$ cat config.mk
export PLATFORM = sky130hd
export DESIGN_NAME = regfile_scoreboard
export DESIGN_NICKNAME = d
export VERILOG_FILES = /design/src/rtl/regfile_pkg.sv /design/src/rtl/rf_scoreboard.sv /design/src/rtl/regfile_scoreboard.sv
export SDC_FILE = /design/constraint.sdc
export NUM_CORES = 1
export LEC_CHECK = 0
export ABC_AREA = 1
export CAP_MARGIN = 20
export CORE_ASPECT_RATIO = 1.5
export CORE_MARGIN = 2
export CORE_UTILIZATION = 45
export DETAILED_ROUTE_END_ITERATION = 10
export PLACE_DENSITY = 0.7
export SLEW_MARGIN = 20
export SYNTH_ARGS = -nofsm -noshare
export SYNTH_HDL_FRONTEND = slang
export SYNTH_SLANG_ARGS = --single-unit
export TNS_END_PERCENT = 10
$ cat constraint.sdc
create_clock -name CLK -period 3.4 [get_ports CLK]
set_clock_uncertainty 0.2 [all_clocks]
set_input_delay 0.34 -clock CLK [delete_from_list [all_inputs] [get_ports CLK]]
set_output_delay 0.34 -clock CLK [all_outputs]
set_load 0.05 [all_outputs]
$ cat src/rtl/regfile_pkg.sv
// Shared defaults and register-count derivation for the scoreboarded register file.
package regfile_pkg;

   localparam int DEF_DATA_W   = 8;
   localparam int DEF_ADDR_W   = 3;
   localparam bit DEF_ZERO_REG = 1'b0;
   localparam bit DEF_BYPASS   = 1'b1;

   function automatic int nregs(input int addr_w);
      return 1 << addr_w;
   endfunction

endpackage

$ cat src/rtl/rf_scoreboard.sv
// Pending-destination tracker: per-register busy bits, reservation handshake, pending count.
module rf_scoreboard
   import regfile_pkg::*;
#(
   parameter  int ADDR_W   = DEF_ADDR_W,
   parameter  bit ZERO_REG = DEF_ZERO_REG,
   localparam int NREGS    = nregs(ADDR_W)
) (
   input  logic              CLK,
   input  logic              RESET,
   input  logic              WRITE,
   input  logic [ADDR_W-1:0] INADDRESS,
   input  logic              RESV,
   input  logic [ADDR_W-1:0] RESVADDRESS,
   output logic              RESV_ACK,
   output logic [NREGS-1:0]  BUSY_VEC,
   output logic [ADDR_W:0]   PEND_CNT
);

   logic [NREGS-1:0] busy, busy_nxt;
   logic [ADDR_W:0]  cnt, cnt_nxt;

   // A write landing on the same register frees it in time for the new reservation.
   assign RESV_ACK = RESV && (!busy[RESVADDRESS] ||
                              (WRITE && (INADDRESS == RESVADDRESS)));

   always_comb begin
      busy_nxt = busy;
      if (WRITE)    busy_nxt[INADDRESS]   = 1'b0;
      if (RESV_ACK) busy_nxt[RESVADDRESS] = 1'b1;
      if (ZERO_REG) busy_nxt[0]           = 1'b0;
      cnt_nxt = '0;
      for (int i = 0; i < NREGS; i++)
         cnt_nxt = cnt_nxt + (ADDR_W+1)'(busy_nxt[i]);
   end

   // Count is registered from the same next-state vector, so it can never drift.
   always_ff @(posedge CLK) begin
      if (RESET) begin
         busy <= '0;
         cnt  <= '0;
      end else begin
         busy <= busy_nxt;
         cnt  <= cnt_nxt;
      end
   end

   assign BUSY_VEC = busy;
   assign PEND_CNT = cnt;

endmodule

$ cat src/rtl/regfile_scoreboard.sv
// Register file with two combinational read ports, write bypass and a destination scoreboard.
module regfile_scoreboard
   import regfile_pkg::*;
#(
   parameter  int DATA_W   = DEF_DATA_W,
   parameter  int ADDR_W   = DEF_ADDR_W,
   parameter  bit ZERO_REG = DEF_ZERO_REG,
   parameter  bit BYPASS   = DEF_BYPASS,
   localparam int NREGS    = nregs(ADDR_W)
) (
   input  logic              CLK,
   input  logic              RESET,
   input  logic [DATA_W-1:0] IN,
   input  logic [ADDR_W-1:0] INADDRESS,
   input  logic              WRITE,
   input  logic [ADDR_W-1:0] OUT1ADDRESS,
   input  logic [ADDR_W-1:0] OUT2ADDRESS,
   output logic [DATA_W-1:0] OUT1,
   output logic [DATA_W-1:0] OUT2,
   output logic              OUT1_VALID,
   output logic              OUT2_VALID,
   input  logic              RESV,
   input  logic [ADDR_W-1:0] RESVADDRESS,
   output logic              RESV_ACK,
   output logic [NREGS-1:0]  BUSY_VEC,
   output logic [ADDR_W:0]   PEND_CNT
);

   logic [NREGS-1:0][DATA_W-1:0] regs;
   logic [1:0][ADDR_W-1:0]       rd_addr;
   logic [1:0][DATA_W-1:0]       rd_data;
   logic [1:0]                   rd_vld;

   always_ff @(posedge CLK) begin
      if (RESET)
         regs <= '0;
      else if (WRITE && !(ZERO_REG && (INADDRESS == '0)))
         regs[INADDRESS] <= IN;
   end

   assign rd_addr = {OUT2ADDRESS, OUT1ADDRESS};

   for (genvar p = 0; p < 2; p++) begin : g_rd
      logic              byp, zero;
      logic [DATA_W-1:0] d;

      assign byp  = BYPASS && WRITE && (INADDRESS == rd_addr[p]);
      assign zero = ZERO_REG && (rd_addr[p] == '0);

      // Hard-wired zero wins over the bypass path.
      always_comb begin
         d = regs[rd_addr[p]];
         if (byp)  d = IN;
         if (zero) d = '0;
      end

      assign rd_data[p] = d;
      assign rd_vld[p]  = !BUSY_VEC[rd_addr[p]] || byp;
   end

   assign OUT1       = rd_data[0];
   assign OUT2       = rd_data[1];
   assign OUT1_VALID = rd_vld[0];
   assign OUT2_VALID = rd_vld[1];

   rf_scoreboard #(
      .ADDR_W   (ADDR_W),
      .ZERO_REG (ZERO_REG)
   ) u_sb (
      .CLK         (CLK),
      .RESET       (RESET),
      .WRITE       (WRITE),
      .INADDRESS   (INADDRESS),
      .RESV        (RESV),
      .RESVADDRESS (RESVADDRESS),
      .RESV_ACK    (RESV_ACK),
      .BUSY_VEC    (BUSY_VEC),
      .PEND_CNT    (PEND_CNT)
   );

endmodule

==> flow_metrics.env <==
export IMPL_final_hold_viol_count=0
export IMPL_viasPerCell=5.64
export IMPL_synth_distinct_cells=34
export IMPL_fin_crit_ns=3.44
export IMPL_synth_seq_area_share_pct=32.0
export IMPL_nFillCells=985
export IMPL_hold_ws_ns=0.270
export IMPL_yosysWarningCount=0
export IMPL_diodes=0
export IMPL_via_count=5135
export IMPL_final_core_util_pct=59.0
export IMPL_post_route_period_util_pct=101
export IMPL_placed_area_um2=5770
export IMPL_drive_above_1_share_pct=23.5
export IMPL_cts_hold_buf=0
export IMPL_synth_nets=723
export IMPL_die_area_um2=11400
export IMPL_grt_overflow_total=0
export IMPL_drt_pre_antenna_iters=5
export IMPL_synth_seq_cells=76
export IMPL_synth_most_common_cell="nand2_1"
export IMPL_clock_fmax_mhz=291
export IMPL_min_path_type="flip-flop to flip-flop"
export IMPL_fin_ws_ns=-0.0368
export IMPL_finalNonFillerCells=911
export IMPL_drtIter0Drc=446
export IMPL_die_x_um=88.0
export IMPL_htree_levels=3
export IMPL_violations="negative setup slack"
export IMPL_place_inst=892
export IMPL_cp_required_ns=3.47
export IMPL_worstSkewPairLatency_ns=0.34
export IMPL_cts_tree="done"
export IMPL_outcome="finished, violations left"
export IMPL_syn_instance_count=692
export IMPL_worst_path_max_fanout=3
export IMPL_vdd_drop_max_mv=0.267
export IMPL_synth_area_leaders="dfxtp_1 (32%), nand2_1 (10%), a21oi_1 (7.0%)"
export IMPL_maxCapViolCount=0
export IMPL_total_power_mw=2.65
export IMPL_synthArstFlopShare_pct=0
export IMPL_tightest_slew_ns=0.984
export IMPL_grt_total_usage_pct=27.6
export IMPL_synth_top_area_share_pct=32.0
export IMPL_final_area_um2=6140
export IMPL_synth_common_cells="nand2_1 (132), dfxtp_1 (76), nor2_1 (76), a21oi_1 (67), nand3_1 (62)"
export IMPL_start_util_pct=45.7
export IMPL_end_kind="flip-flop"
export IMPL_ios=55
export IMPL_avgSynthCellArea_um2=6.88
export IMPL_core_um2=10400
export IMPL_cts_root_buffer="clkbuf_16"
export IMPL_path_class="flip-flop to flip-flop"
export IMPL_drv_slew=0
export IMPL_power_density_nw_per_um2=431
export IMPL_finalSetupTns_ns=-0.0397
export IMPL_portBuffers=54
export IMPL_ys_flop_type="dfxtp_1"
export IMPL_drt_total_wl_um=15300
export IMPL_ant_nets=0
export IMPL_synth_top_area_cell="dfxtp_1"
export IMPL_antenna_found_initial=0
export IMPL_gp_congestion=0.932
export IMPL_grt_pass1_vias=4878
export IMPL_drc_errors=0
export IMPL_grt_max_degree=77
export IMPL_dp_hpwl_um=10600
export IMPL_slew_headroom_pct=34.4
export IMPL_netlist_area_um2=4760
export IMPL_setup_viol=2
export IMPL_grt_pass1_wl_um=24200
export IMPL_rsz0062_at_grt="yes"
export IMPL_fp_dieH_um=130
export IMPL_clockBufferDepth=2
export IMPL_dp_slack_ns=-0.813
export IMPL_clock_sinks=76
export IMPL_cts_buffers=9
export IMPL_critPathLaunchType="flip-flop"
export IMPL_clk_pin_slew_worst_paths_ns=0.06
export IMPL_rows=46
export IMPL_layout_area_overhead_vs_synth_pct=29.1
export IMPL_nNetsFinal=793
export IMPL_arrival_ns=3.51
export IMPL_synth_edf_count=0
export IMPL_p_leak_nw=2.45
export IMPL_wl_per_cell_um=16.8
-- kinds of logic (layout without fill, tap and decap cells) --
| group | count (synthesis) | after routing | share of synthesized area [%] |
|---|---|---|---|
| AND/OR/NAND/NOR | 282 | 282 | 25.0 |
| buffers and inverters | 125 | 200 | 12.0 |
| adder cells (fa/ha/maj) | 7 | 7 | 2.47 |
| XOR/XNOR | 2 | 2 | 0.368 |
| AO/OA/AOI/OAI | 200 | 200 | 28.1 |
| flip-flops | 76 | 76 | 32.0 |
-- worst paths after layout --
| path | slack, ns | cells after the start | startpoint | to |
|---|---|---|---|---|
| hold reg to reg | 0.27 | 2 | regs[0]$_SDFFE_PP0P_ | regs[0]$_SDFFE_PP0P_ |
| setup / recovery | -0.04 | 16 | u_sb.BUSY_VEC[7]$_SDFF_PP0_ | u_sb.PEND_CNT[1]$_SDFF_PP0_ |
| setup reg to reg | -0.04 | 16 | u_sb.BUSY_VEC[7]$_SDFF_PP0_ | u_sb.PEND_CNT[1]$_SDFF_PP0_ |
| hold / removal | 0.27 | 2 | regs[0]$_SDFFE_PP0P_ | regs[0]$_SDFFE_PP0P_ |
-- cell type report --
cell class | count | area (um2) | area share (%)
tap | 144 | 180 | 2.93
clock buffer | 10 | 229 | 3.73
sequential | 76 | 1530 | 24.9
clock inverter | 6 | 87.6 | 1.43
multi-input combinational | 491 | 2720 | 44.3
inverter | 73 | 279 | 4.54
timing repair buffer | 111 | 1110 | 18.1
-- where the power goes --
part	internal [mW]	leakage [nW]	switching (mW)
sequential	0.922	0.621	0.0154
clock	0.644	0.157	0.383
combinational	0.264	1.67	0.420
-- worst max-delay path, stage by stage (launching register included) --
cell,delay (ns)
dfxtp_2,0.33
nand2_2,0.08
nand2_2,0.06
nand2_1,0.08
nand2_2,0.07
o21ai_4,0.18
nand3_2,0.10
nand2_1,0.08
ha_1,0.23
fa_1,0.50
inv_2,0.04
fa_1,0.51
inv_2,0.04
fa_2,0.34
inv_2,0.06
fa_1,0.40
nor2_1,0.09
-- routing by layer --
metal  global-route usage [%]  vias up  routed length, um
met5                        0        -                  0
met4                     17.1        0                920
met3                     5.00       66                962
met2                     48.0      243               7790
met1                     30.5     2353               5600
li1                         -     2473                  -
-- layout by cell type (no fill, tap or decap), drive strengths merged, types with 12 or more instances in the layout --
cell / n
nand2: 135
nor2: 83
buf: 79
dfxtp: 76
inv: 70
a21oi: 69
nand3: 62
o21ai: 52
a211oi: 40
o211ai: 33
clkdlybuf4s50: 26
clkbuf: 12
-- repair_timing --
item | 4_1_cts | 5_1_grt
pin swaps | 10 | 2
setup buffers | 2 | 1
endpoints found under the setup margin | 4 | 2
gates resized for setup | 25 | 14
-- flip-flops by register name, indices dropped and copies added (netlist names) --
| signal | cells |
|---|---|
| u_sb.PEND_CNT | 4 |
| regs | 64 |
| u_sb.BUSY_VEC | 8 |
Power figures use the tool's default switching activity.
